## config.mk

```make
export PLATFORM = sky130hd
export DESIGN_NAME = mem_line_ctrl
export DESIGN_NICKNAME = d
export VERILOG_FILES = /design/src/rtl/mem_line_ctrl.sv
export SDC_FILE = /design/constraint.sdc
export NUM_CORES = 1
export LEC_CHECK = 0
export ABC_AREA = 1
export BUFFER_PORTS_ARGS = -buffer_cell sky130_fd_sc_hd__buf_2
export CAP_MARGIN = 0
export CORE_MARGIN = 3
export CORE_UTILIZATION = 55
export DETAILED_ROUTE_END_ITERATION = 7
export PLACE_DENSITY_LB_ADDON = 0.25
export SYNTH_ARGS = -nofsm -noshare
export SYNTH_HDL_FRONTEND = slang
export SYNTH_SLANG_ARGS = --single-unit
```

## constraint.sdc

```tcl
create_clock -name clk -period 5.6 [get_ports clk]
set_clock_uncertainty 0.15 [all_clocks]
set_input_delay 1.12 -clock clk [delete_from_list [all_inputs] [get_ports clk]]
set_output_delay 1.12 -clock clk [all_outputs]
set_load 0.02 [all_outputs]
```

## src/rtl/mem_line_ctrl.sv

```systemverilog
// Line-granular main-memory initiator: splits line reads/writes into single-word accesses held for MEM_LATENCY cycles.
// Optional macro MEM_CTRL_CRITICAL_WORD_FIRST_EN starts at the requested word and adds the crit_valid output.
module mem_line_ctrl #(
  parameter int ADDR_W      = 20,
  parameter int DATA_W      = 32,
  parameter int LINE_WORDS  = 4,
  parameter int MEM_LATENCY = 2
) (
  input  logic                         clk,
  input  logic                         reset,
  input  logic                         req_valid,
  output logic                         req_ready,
  input  logic                         req_wr,
  input  logic [ADDR_W-1:0]            req_addr,
  input  logic [LINE_WORDS*DATA_W-1:0] req_wdata,
  output logic                         resp_valid,
  output logic [LINE_WORDS*DATA_W-1:0] resp_data,
  output logic [ADDR_W-1:0]            mem_addr,
  output logic [DATA_W-1:0]            mem_data_to_write,
  output logic                         mem_wrt_en,
  input  logic [DATA_W-1:0]            mem_data_to_read
`ifdef MEM_CTRL_CRITICAL_WORD_FIRST_EN
  ,
  output logic                         crit_valid
`endif
);

  localparam int OFF_W  = $clog2(LINE_WORDS * 4);
  localparam int IDX_W  = $clog2(LINE_WORDS);
  localparam int LAT_W  = (MEM_LATENCY > 1) ? $clog2(MEM_LATENCY) : 1;
  localparam int LINE_W = LINE_WORDS * DATA_W;
  localparam int TAG_W  = ADDR_W - OFF_W;

  typedef enum logic [1:0] {IDLE, ACCESS, DONE} state_t;

  state_t              state_q;
  logic [TAG_W-1:0]    lineTag_q;
  logic                wr_q;
  logic [LINE_W-1:0]   wdata_q;
  logic [IDX_W-1:0]    idx_q;
  logic [IDX_W-1:0]    beat_q;
  logic [LAT_W-1:0]    lat_q;
  logic                reqReady_q;
  logic                respValid_q;
  logic [LINE_W-1:0]   respData_q;
  logic [ADDR_W-1:0]   memAddr_q;
  logic [DATA_W-1:0]   memWdata_q;
  logic                memWrtEn_q;
  logic                critValid_q;

  logic [TAG_W-1:0]    reqTag_d;
  logic [IDX_W-1:0]    startIdx_d;
  logic [IDX_W-1:0]    idx_d;
  logic                lastLat_d;
  logic                lastBeat_d;
  logic                unused_addr_bits;

  assign reqTag_d   = req_addr[ADDR_W-1:OFF_W];
`ifdef MEM_CTRL_CRITICAL_WORD_FIRST_EN
  assign startIdx_d = req_addr[OFF_W-1:2];
`else
  assign startIdx_d = '0;
`endif
  assign idx_d      = idx_q + 1'b1;
  assign lastLat_d  = (lat_q == LAT_W'(MEM_LATENCY - 1));
  assign lastBeat_d = (beat_q == IDX_W'(LINE_WORDS - 1));
  assign unused_addr_bits = ^req_addr[OFF_W-1:0];

  // Word addresses are built by concatenation: the line base is aligned, so base + 4*idx never carries.
  always_ff @(posedge clk) begin
    if (reset) begin
      state_q     <= IDLE;
      lineTag_q   <= '0;
      wr_q        <= 1'b0;
      wdata_q     <= '0;
      idx_q       <= '0;
      beat_q      <= '0;
      lat_q       <= '0;
      reqReady_q  <= 1'b1;
      respValid_q <= 1'b0;
      respData_q  <= '0;
      memAddr_q   <= '0;
      memWdata_q  <= '0;
      memWrtEn_q  <= 1'b0;
      critValid_q <= 1'b0;
    end else begin
      respValid_q <= 1'b0;
      critValid_q <= 1'b0;
      case (state_q)
        IDLE: begin
          if (req_valid) begin
            state_q    <= ACCESS;
            reqReady_q <= 1'b0;
            wr_q       <= req_wr;
            wdata_q    <= req_wdata;
            lineTag_q  <= reqTag_d;
            idx_q      <= startIdx_d;
            beat_q     <= '0;
            lat_q      <= '0;
            memAddr_q  <= {reqTag_d, startIdx_d, 2'b00};
            memWdata_q <= req_wdata[startIdx_d*DATA_W +: DATA_W];
            memWrtEn_q <= req_wr;
          end
        end
        ACCESS: begin
          if (lastLat_d) begin
            lat_q <= '0;
            if (!wr_q) begin
              respData_q[idx_q*DATA_W +: DATA_W] <= mem_data_to_read;
              critValid_q <= (beat_q == '0);
            end
            if (lastBeat_d) begin
              state_q     <= DONE;
              respValid_q <= 1'b1;
              memWrtEn_q  <= 1'b0;
              memAddr_q   <= '0;
            end else begin
              idx_q      <= idx_d;
              beat_q     <= beat_q + 1'b1;
              memAddr_q  <= {lineTag_q, idx_d, 2'b00};
              memWdata_q <= wdata_q[idx_d*DATA_W +: DATA_W];
            end
          end else begin
            lat_q <= lat_q + 1'b1;
          end
        end
        DONE: begin
          state_q    <= IDLE;
          reqReady_q <= 1'b1;
        end
        default: state_q <= IDLE;
      endcase
    end
  end

  assign req_ready         = reqReady_q;
  assign resp_valid        = respValid_q;
  assign resp_data         = respData_q;
  assign mem_addr          = memAddr_q;
  assign mem_data_to_write = memWdata_q;
  assign mem_wrt_en        = memWrtEn_q;
`ifdef MEM_CTRL_CRITICAL_WORD_FIRST_EN
  assign crit_valid        = critValid_q;
`else
  logic unused_crit;
  assign unused_crit = critValid_q;
`endif

endmodule

```

==> key figures, run 1 <==
Setup path
  • Crit-path cells: clkinv_1, ha_1, buf_4, inv_2, nor2_4, buf_4, nand3_1, nand2_1, nand2_1, nor2_1
  • Crit Path Class: reg2reg
  • Crit path largest cell delay: between 0.7 and 0.8 ns
  • Critical Path Source Type: flop
  • Critical Path AT: 4.26 ns
  • Max FO, Critical Path: 35
  • Worst Setup End Kind: flop
  • Required @ worst endpoint: just under 6 ns
  • CP max stage cell: nor2_4

Synthesis
  • Yosys warning count: 0
  • FFs w/ async S/R, synth: 0
  • Syn Area/Cell: 6.288 sq um
  • Synth Instances: 2404
  • Dominant cell type by area after synthesis: dfxtp_1
  • Most common cell in the netlist: nand2_1
  • Post-synth top cells: nand2_1 (752), nor2_1 (533), dfxtp_1 (333)
  • Netlist cell types: 21
  • Synth top area cells: dfxtp_1 (44%), nand2_1 (19%), nor2_1 (13%), o21ai_0 (5.9%), inv_1 (5.9%)
  • Sequential-to-total area share from yosys stat: 0.4410
  • Count of state elements after synthesis: approximately 330
  • Main synth FF type: dfxtp_1
  • Post-Syn Area: around 0.015 sq mm
  • Top-area cell type share of the netlist area: 0.4410
  • Post-synth EDFFs: 0

GRT
  • Met2 Use GR: 0.4987
  • Top Usage Layer GRT: met2
  • Vias in the first global route: between 10000 and 15000
  • Total track usage: 0.2910
  • GR Util met3: 0.06274
  • Initial antenna violation count: 12
  • Grt ovf: 0
  • Met1 Track Usage GR: 0.3515
  • First-pass GRT wire length: between 70000 and 80000 um
  • Largest net degree at the start of global routing: 180

Clock network
  • Later-pin clock latency in the skew report: ~0.50 ns
  • CTS root buf: clkbuf_16
  • Max H-tree Level: 2
  • # Post-CTS Setup Buffers: 0
  • Maximum clock path buffer count: 3
  • PostCTS Resize Cnt: 0
  • CTS Buf Count: 37
  • CTS tree: done
  • Clock slew at reported path FFs: approximately 0.06 ns
  • Post-CTS Hold Buffers: 0
  • TritonCTS Sinks: 333

Power
  • Sequential share of power: 0.455
  • Internal power component: roughly 4100 uW
  • Switch Pwr: around 1500 uW
  • Sw Ratio: 0.2646
  • Lkg Pwr: approximately 0.009 uW
  • Clock power frac: 0.419
  • Peak supply drop: ~0.21 mV
  • Pwr/cell area: ~310 mW/mm^2
  • Combinational fraction of design power: 0.126

Die
  • Die height: roughly 170 um
  • Initial core utilization: 0.5609
  • Standard-cell row count: 60
  • DIE WIDTH: about 170 um
  • I/O pin cnt: around 370
  • Die area: 0.02951 sq mm
  • CORE AREA: ~0.027 sq mm

Timing
  • Unrepaired setup endpoints after global routing: false
  • Fmax: 251.4 MHz
  • Setup WS post-layout: around 1.6 ns
  • Worst-Margin Slew: 1.252 ns
  • Crit path time final: 3.978 ns
  • Final Hold Viols: 0
  • Final Max Tran Viols: 0
  • Final setup violation count: 0
  • Final setup TNS: 0 ns
  • Rel. slew slack: 0.1632
  • Period utilization: 0.7103

Routing
  • Post-DRT Antenna Nets: 0
  • DRT Wirelength: roughly 45000 um
  • DR pass1 iterations: 5
  • Wire length per cell: roughly 15 um
  • Residual DRC: 0
  • Drt initial violations: between 1000 and 1500
  • Total vias in the final route: approximately 16000
  • Via/cell ratio: 5.115

Cells and area
  • Area Overhead vs Synth: 19.49%
  • Fin util: 0.6702
  • Fill count: 2477
  • Layout cells sized above 1: 0.1707
  • Area of the multi-input gates: between 0.006 and 0.007 sq mm
  • Layout Nets: 2858
  • Register area: 0.006670 sq mm

Place
  • Dpl ws: approximately 1.8 ns
  • Detail Placement HPWL: 28670 um
  • Gpl congestion: just under 0.9
  • IO Port Bufs: between 300 and 400

Job
  • Max cap viols: 0

Min path
  • Class of the worst hold path: reg2reg

Outcome
  • Status: completed
-- layout make-up --
class                   count  share of cell area
flip-flops and latches    333              0.3693
diodes                      5           0.0006927
inverters                 241             0.05043
multi-input cells        1674              0.3810
repair buffers            381              0.1086
clock buffers              58             0.06352
clock inverters             7            0.002840
well taps                 341             0.02362
-- layer usage --
layer / wire, um / vias to the layer above
li1: - / 7790
met1: 18060 / 6939
met2: 21220 / 661
met3: 3961 / 143
met4: 1901 / 16
met5: 99 / -
-- kinds of logic after synthesis --
logic type,Yosys count,synth area share
AOI/OAI and AO/OA,254,0.08460
buffers and inverters,398,0.1060
adders and majority gates,6,0.004966
other,1,0.0002481
and+or+nand+nor,1412,0.3631
DFF,333,0.4410
-- power groups by stage --
stage	Combinational [uW]	Clock, uW	Sequential (uW)
6_report	707	2360	2560
5_1_grt	797	2480	2580
4_1_cts	706	2400	2560
3_5_place_dp	702	0	2610
3_3_place_gp	687	0	2610
2_1_floorplan	428	0	2650
-- registers in the layout, summed over array words and instances, names as in the netlist --
register and flops:
wr_q 1, state_q 2, mem_addr 18, resp_data 128
mem_data_to_write 32, idx_q 2, mem_wrt_en 1, wdata_q 128
lineTag_q 16, req_ready 1, lastLat_d 1, beat_q 2
resp_valid 1
-- worst max-delay path, delay by kind of cell (launching register included) --
| kind | cells | cell delay, ns |
|---|---|---|
| simple gates | 5 | 1.15 |
| buf+inv | 4 | 1.55 |
| fa+ha+maj | 1 | 0.41 |
| flops | 1 | 0.61 |
-- cells in the final DEF (no fill, tap or decap), drive strengths merged, types with 58 or more instances in the layout --
| master | n |
|---|---|
| clkbuf | 58 |
| nand3 | 118 |
| nand2 | 755 |
| dfxtp | 333 |
| a21oi | 75 |
| o21ai | 178 |
| inv | 241 |
| nor2 | 538 |
| buf | 381 |
-- per-stage QoR --
| stage | hold slack, ns | area, sq um | std cells | total power (uW) |
|---|---|---|---|---|
| after floorplan | 0.2803 | 15120 | 2405 | 3077 |
| after global placement | 0.2902 | 16850 | 2970 | 3297 |
| after detailed placement | 0.2942 | 16850 | 2970 | 3316 |
| after CTS | 0.3028 | 18050 | 3035 | 5665 |
| after global routing | 0.3268 | 18060 | 3039 | 5859 |
| final | 0.3015 | 18060 | 3040 | 5634 |
-- worst paths after layout --
kind,from,endpoint,slack (ns),cells after the start
worst min-delay path,wdata_q[39],wdata_q[39],0.30,2
worst min register to register,wdata_q[39],wdata_q[39],0.30,2
worst max-delay path,idx_q[0],resp_data[78],1.62,10
worst max register to register,idx_q[0],resp_data[78],1.62,10
Note: power is estimated with default switching activity, not from simulation.
==> run 2, diff against run 1 <==
--- a/config.mk
+++ b/config.mk
@@ -5,11 +5,11 @@
 export SDC_FILE = /design/constraint.sdc
 export NUM_CORES = 1
 export LEC_CHECK = 0
-export ABC_AREA = 1
+export ABC_AREA = 0
 export BUFFER_PORTS_ARGS = -buffer_cell sky130_fd_sc_hd__buf_2
 export CAP_MARGIN = 0
 export CORE_MARGIN = 3
-export CORE_UTILIZATION = 55
+export CORE_UTILIZATION = 48
 export DETAILED_ROUTE_END_ITERATION = 7
 export PLACE_DENSITY_LB_ADDON = 0.25
 export SYNTH_ARGS = -nofsm -noshare
==> constraint.sdc (replaced) <==
create_clock -name clk -period 3.3 [get_ports clk]
set_clock_uncertainty 0.15 [all_clocks]
set_input_delay 0.66 -clock clk [delete_from_list [all_inputs] [get_ports clk]]
set_output_delay 0.66 -clock clk [all_outputs]
set_load 0.02 [all_outputs]
==> key figures, run 2 <==
Outcome
  • Status: completed

Power
  • Pwr/cell area: approximately 540 mW/mm^2
  • Peak supply drop: about 0.4 mV
  • Lkg Pwr: 0.006817 uW

Cells and area
  • Most frequent cells in the layout: buf_2 (359), dfxtp_1 (332), nand2_1 (293)
  • Area Overhead vs Synth: 21.68%
  • Final Non-Filler Cells: roughly 2300
  • Fill count: roughly 2600
  • Layout cells sized above 1: 0.2740
  • Fin area: between 0.015 and 0.02 sq mm
  • Layout Nets: between 2000 and 2500
  • Commonest non-fill, non-tap cell in the layout: buf_2

Setup path
  • Critical Path AT: 2.79 ns
  • Crit-path cells: inv_1, ha_1, inv_1, buf_4, o21ai_0, a21oi_1
  • CP max stage cell: ha_1
  • Worst Setup End Kind: flop
  • Max FO, Critical Path: 19
  • Crit path largest cell delay: ~0.73 ns
  • Critical Path Source Type: flop
  • Required @ worst endpoint: between 3 and 4 ns
  • CP dominant cell by count: inv_1
  • Crit Path Class: reg2reg

Place
  • IO Port Bufs: 360
  • Dpl ws: roughly 0.7 ns
  • Detail Placement HPWL: roughly 28000 um
  • Placed Instances: 2248
  • Dpl cell area: 0.01585 sq mm
  • Gpl congestion: ~0.8

Synthesis
  • Simple-Gate Fraction of Synth Area: 0.1824
  • Sequential-to-total area share from yosys stat: 0.4767
  • Adder-Cell Fraction of Synth Area: 0.005369
  • Synth Area in Compound Gates: 0.2149
  • Post-synth top cells: dfxtp_1 (333), nand2_1 (293), a21oi_1 (287)
  • Top-area cell type share of the netlist area: 0.4767
  • FFs w/ async S/R, synth: 0
  • Most common cell in the netlist: dfxtp_1
  • Count of state elements after synthesis: around 330
  • Combinational family with the most area after synthesis: compound AO/OA/AOI/OAI gates
  • Dominant cell type by area after synthesis: dfxtp_1
  • Yosys warning count: 0
  • Fraction of synthesized cell area in xor and xnor cells: 0
  • Post-synthesis mux area share: 0.05306
  • Netlist cell types: 42
  • Synth top area cells: dfxtp_1 (48%), a21oi_1 (10%), nand2_1 (7.9%), o21ai_0 (5.4%), nand4_1 (5.3%)
  • Main synth FF type: dfxtp_1
  • Post-synth EDFFs: 0
  • Post-Syn Area: between 0.01 and 0.015 sq mm
  • Syn Area/Cell: about 8.5 sq um
  • Synth Instances: about 1700

Clock network
  • Post-CTS Hold Buffers: 0
  • # Post-CTS Setup Buffers: 0
  • Later-pin clock latency in the skew report: 0.52 ns
  • Max H-tree Level: 2
  • CTS tree: done
  • PostCTS Resize Cnt: 0
  • CTS root buf: clkbuf_16
  • CTS Buf Count: 36
  • Maximum clock path buffer count: 3
  • TritonCTS Sinks: 333
  • Clock slew at reported path FFs: about 0.060 ns

Die
  • CORE AREA: around 0.028 sq mm
  • I/O pin cnt: around 370
  • Initial core utilization: 0.4952
  • Die area: about 0.031 sq mm
  • DIE WIDTH: between 150 and 200 um
  • Standard-cell row count: 61
  • Die height: between 150 and 200 um

GRT
  • Largest net degree at the start of global routing: ~120
  • First-pass GRT wire length: just under 70000 um
  • Grt ovf: 0
  • Initial antenna violation count: 16
  • Total track usage: 0.2665
  • Vias in the first global route: about 13000

Routing
  • Wire length per cell: 19.07 um
  • DR pass1 iterations: 5
  • Drt initial violations: approximately 1400
  • Post-DRT Antenna Nets: 0
  • Via/cell ratio: around 5.9
  • Total vias in the final route: 13661
  • DRT Wirelength: about 44000 um
  • Residual DRC: 0

Min path
  • Class of the worst hold path: in2reg

Timing
  • Period utilization: 0.7855
  • Crit path time final: 2.592 ns
  • Final setup violation count: 0
  • Final Max Tran Viols: 0
  • Final Hold Viols: 0
  • Setup WS post-layout: a little over 0.7 ns
  • Fmax: a little under 400 MHz
  • Final setup TNS: 0 ns
  • Rel. slew slack: 0.3023
  • Worst-Margin Slew: about 1.0 ns
  • Unrepaired setup endpoints after global routing: false
  • Hold slack: between 0.2 and 0.25 ns

Job
  • Max cap viols: 0
-- run 2: logic make-up after synthesis --
kind of cell	count (synthesis)
mux	66
other cells	1
buf+inv	199
compound gates	534
flops	333
simple gates	515
fa+ha+maj	6
-- run 2: per-stage QoR --
step             util  power [uW]
2_1_floorplan       -        4932
3_3_place_gp   0.5612        5261
3_5_place_dp   0.5612        5283
4_1_cts        0.6018        9211
5_1_grt        0.6024        9482
6_report       0.6025        9149
-- run 2: area by class of cell --
class | count | area, sq um | share of cell area
Antenna cell | 8 | 20.02 | 0.001177
Multi-Input combinational cell | 1123 | 6434 | 0.3781
Tap cell | 378 | 473.0 | 0.02780
Timing Repair Buffer | 395 | 2200 | 0.1293
Inverter | 19 | 71.32 | 0.004191
Sequential cell | 333 | 6670 | 0.3920
Clock inverter | 12 | 126.4 | 0.007427
Clock buffer | 49 | 1021 | 0.06000
-- run 2: final timing paths --
check                       from           end  slack [ns]  cells past startpoint
setup / recovery        idx_q[0]  resp_data[4]        0.71                      6
hold / removal    req_wdata[115]  wdata_q[115]        0.22                      3
setup reg to reg        idx_q[0]  resp_data[4]        0.71                      6
hold reg to reg      wdata_q[66]   wdata_q[66]        0.30                      2
-- run 2: power breakdown --
| part | internal [uW] | switching (uW) |
|---|---|---|
| clock network | 2330 | 1620 |
| registers | 4180 | 92.4 |
| logic | 346 | 583 |
| total | 6860 | 2290 |
-- run 2: layer usage --
metal,GRT usage,vias to the layer above,routed length (um)
met1,0.3354,6489,17650
met3,0.07808,104,4546
li1,-,6424,-
met5,0,-,104
met2,0.4382,626,20590
met4,0.09264,18,1291
-- run 2: critical path: cells and delay by family, from the launching register on --
| kind | cells | cell delay (ns) |
|---|---|---|
| buf+inv | 3 | 0.89 |
| fa+ha+maj | 1 | 0.73 |
| flops | 1 | 0.36 |
| compound gates | 2 | 0.30 |
==> run 3, diff against run 2 <==
--- a/config.mk
+++ b/config.mk
@@ -5,11 +5,11 @@
 export SDC_FILE = /design/constraint.sdc
 export NUM_CORES = 1
 export LEC_CHECK = 0
-export ABC_AREA = 0
+export ABC_AREA = 1
 export BUFFER_PORTS_ARGS = -buffer_cell sky130_fd_sc_hd__buf_2
 export CAP_MARGIN = 0
 export CORE_MARGIN = 3
-export CORE_UTILIZATION = 48
+export CORE_UTILIZATION = 54
 export DETAILED_ROUTE_END_ITERATION = 7
 export PLACE_DENSITY_LB_ADDON = 0.25
 export SYNTH_ARGS = -nofsm -noshare
==> constraint.sdc (replaced) <==
create_clock -name clk -period 2.4 [get_ports clk]
set_clock_uncertainty 0.15 [all_clocks]
set_input_delay 0.48 -clock clk [delete_from_list [all_inputs] [get_ports clk]]
set_output_delay 0.48 -clock clk [all_outputs]
set_load 0.02 [all_outputs]
==> key figures, run 3 (synthesized netlist as in run 1, its figures left out) <==
Clock network
  • Clock slew at reported path FFs: about 0.06 ns
  • CTS Buf Count: 37
  • CTS tree: done
  • PostCTS Resize Cnt: 0
  • Later-pin clock latency in the skew report: 0.52 ns
  • Max H-tree Level: 2
  • # Post-CTS Setup Buffers: 0
  • Post-CTS Hold Buffers: 0
  • TritonCTS Sinks: roughly 330
  • Maximum clock path buffer count: 3
  • CTS root buf: clkbuf_16

Setup path
  • Critical Path Source Type: flop
  • Worst Setup End Kind: flop
  • Crit-path cells: buf_12, ha_1, inv_1, nor2_2, buf_4, nand2_1, nand2_1, nor2_1
  • CP Buf/Inv Count: 3
  • Crit path largest cell delay: approximately 0.43 ns
  • CP dominant cell by count: nand2_1
  • Max FO, Critical Path: 124
  • CP max stage cell: buf_12
  • Critical Path AT: between 2 and 2.5 ns
  • Required @ worst endpoint: between 2 and 3 ns
  • Family with the most delay on the worst path: buffers and inverters
  • Crit Path Class: reg2reg

Routing
  • Wire length per cell: approximately 15 um
  • WL met1: around 18000 um
  • Residual DRC: 0
  • Via/cell ratio: 5.048
  • Total vias in the final route: around 16000
  • DR pass1 iterations: 6
  • Drt initial violations: between 1000 and 1500
  • Uppermost layer routed: met5
  • Met3 WL: 3980 um
  • Post-DRT Antenna Nets: 0
  • WL met2: between 20000 and 25000 um
  • DRT Wirelength: between 40000 and 50000 um

Job
  • Max cap viols: 0

GRT
  • Grt ovf: 0
  • Initial antenna violation count: 9
  • Total track usage: 0.2924
  • First-pass GRT wire length: 73100 um
  • Largest net degree at the start of global routing: roughly 130
  • Vias in the first global route: roughly 15000

Min path
  • Class of the worst hold path: in2reg

Die
  • I/O pin cnt: 367
  • Die height: between 150 and 200 um
  • DIE WIDTH: roughly 170 um
  • CORE AREA: about 0.027 sq mm
  • Standard-cell row count: 60
  • Die area: roughly 0.03 sq mm
  • Initial core utilization: 0.5547

Timing
  • Fmax: 468.2 MHz
  • Final setup violation count: 0
  • Final setup TNS: 0 ns
  • Final Hold Viols: 0
  • Final Max Tran Viols: 0
  • Crit path time final: roughly 2.1 ns
  • Unrepaired setup endpoints after global routing: false
  • Period utilization: 0.8900
  • Worst-Margin Slew: 0.6618 ns
  • Rel. slew slack: 0.5588

Cells and area
  • Area of the multi-input gates: about 0.007 sq mm
  • Most frequent cells in the layout: nand2_1 (751), nor2_1 (529), buf_2 (359)
  • Area Overhead vs Synth: 22.03%
  • Register area: 0.006670 sq mm
  • Layout cells sized above 1: 0.1773
  • Layout Nets: 2877
  • Fill count: around 2500
  • Commonest non-fill, non-tap cell in the layout: nand2_1
  • Final Non-Filler Cells: ~3100

Power
  • Peak supply drop: between 0.5 and 0.6 mV
  • Pwr/cell area: about 700 mW/mm^2
  • Overall power: roughly 13000 uW
  • Lkg Pwr: 0.009241 uW

Place
  • Detail Placement HPWL: ~30000 um
  • Gpl congestion: 0.8994
  • IO Port Bufs: between 300 and 400
  • Placed Instances: between 3000 and 4000

Outcome
  • Status: completed
[run 3: cell types whose count changed in the layout (fill, tap and decap cells not counted), sizes merged, moves of 36 or more]
cell / before / now
a21oi: 288 / 75
inv: 20 / 240
mux2: 65 / 0
nand2: 293 / 755
nand3: 4 / 118
nand4: 118 / 0
nor2: 2 / 538
nor3: 37 / 1
[run 3: stage by stage]
step | utilization | worst slack [ns] | instance area, sq um | hold WS, ns
after global routing | 0.6769 | 0.04622 | 18450 | 0.06827
final | 0.6769 | 0.2641 | 18450 | 0.06367
after detailed placement | 0.6319 | 0.2641 | 17220 | 0.2933
after global placement | 0.6319 | 0.3130 | 17220 | 0.2902
after floorplan | - | 0.09085 | 15120 | 0.2803
after CTS | 0.6766 | 0.2225 | 18440 | 0.04537
[run 3: per-layer routing]
layer,vias up,GRT usage
li1,7814,-
met1,6961,0.3554
met2,678,0.5093
met3,122,0.05585
met4,12,0.1182
met5,-,0
[run 3: layout make-up]
class | count | area share
antenna | 3 | 0.0004070
clock buffer | 58 | 0.06390
clock inverter | 7 | 0.002103
inverter | 241 | 0.04938
multi-input combinational | 1674 | 0.3731
sequential | 333 | 0.3616
tap | 372 | 0.02523
timing repair buffer | 400 | 0.1243
[run 3: power by group]
group | switching (uW) | internal (uW)
Clock | 2230 | 3370
Sequential | 145 | 5830
Combinational | 1120 | 592
[run 3: worst min-delay path: stages]
cell     delay, ns
buf_2         0.07
o21ai_0       0.07
nor2_1        0.07
[run 3: final timing paths]
path | start | end | slack (ns) | cells past startpoint
worst max-delay path | idx_q[0] | resp_data[112] | 0.26 | 8
worst min register to register | wdata_q[37] | wdata_q[37] | 0.30 | 2
worst max register to register | idx_q[0] | resp_data[112] | 0.26 | 8
worst min-delay path | req_wdata[79] | wdata_q[79] | 0.06 | 3
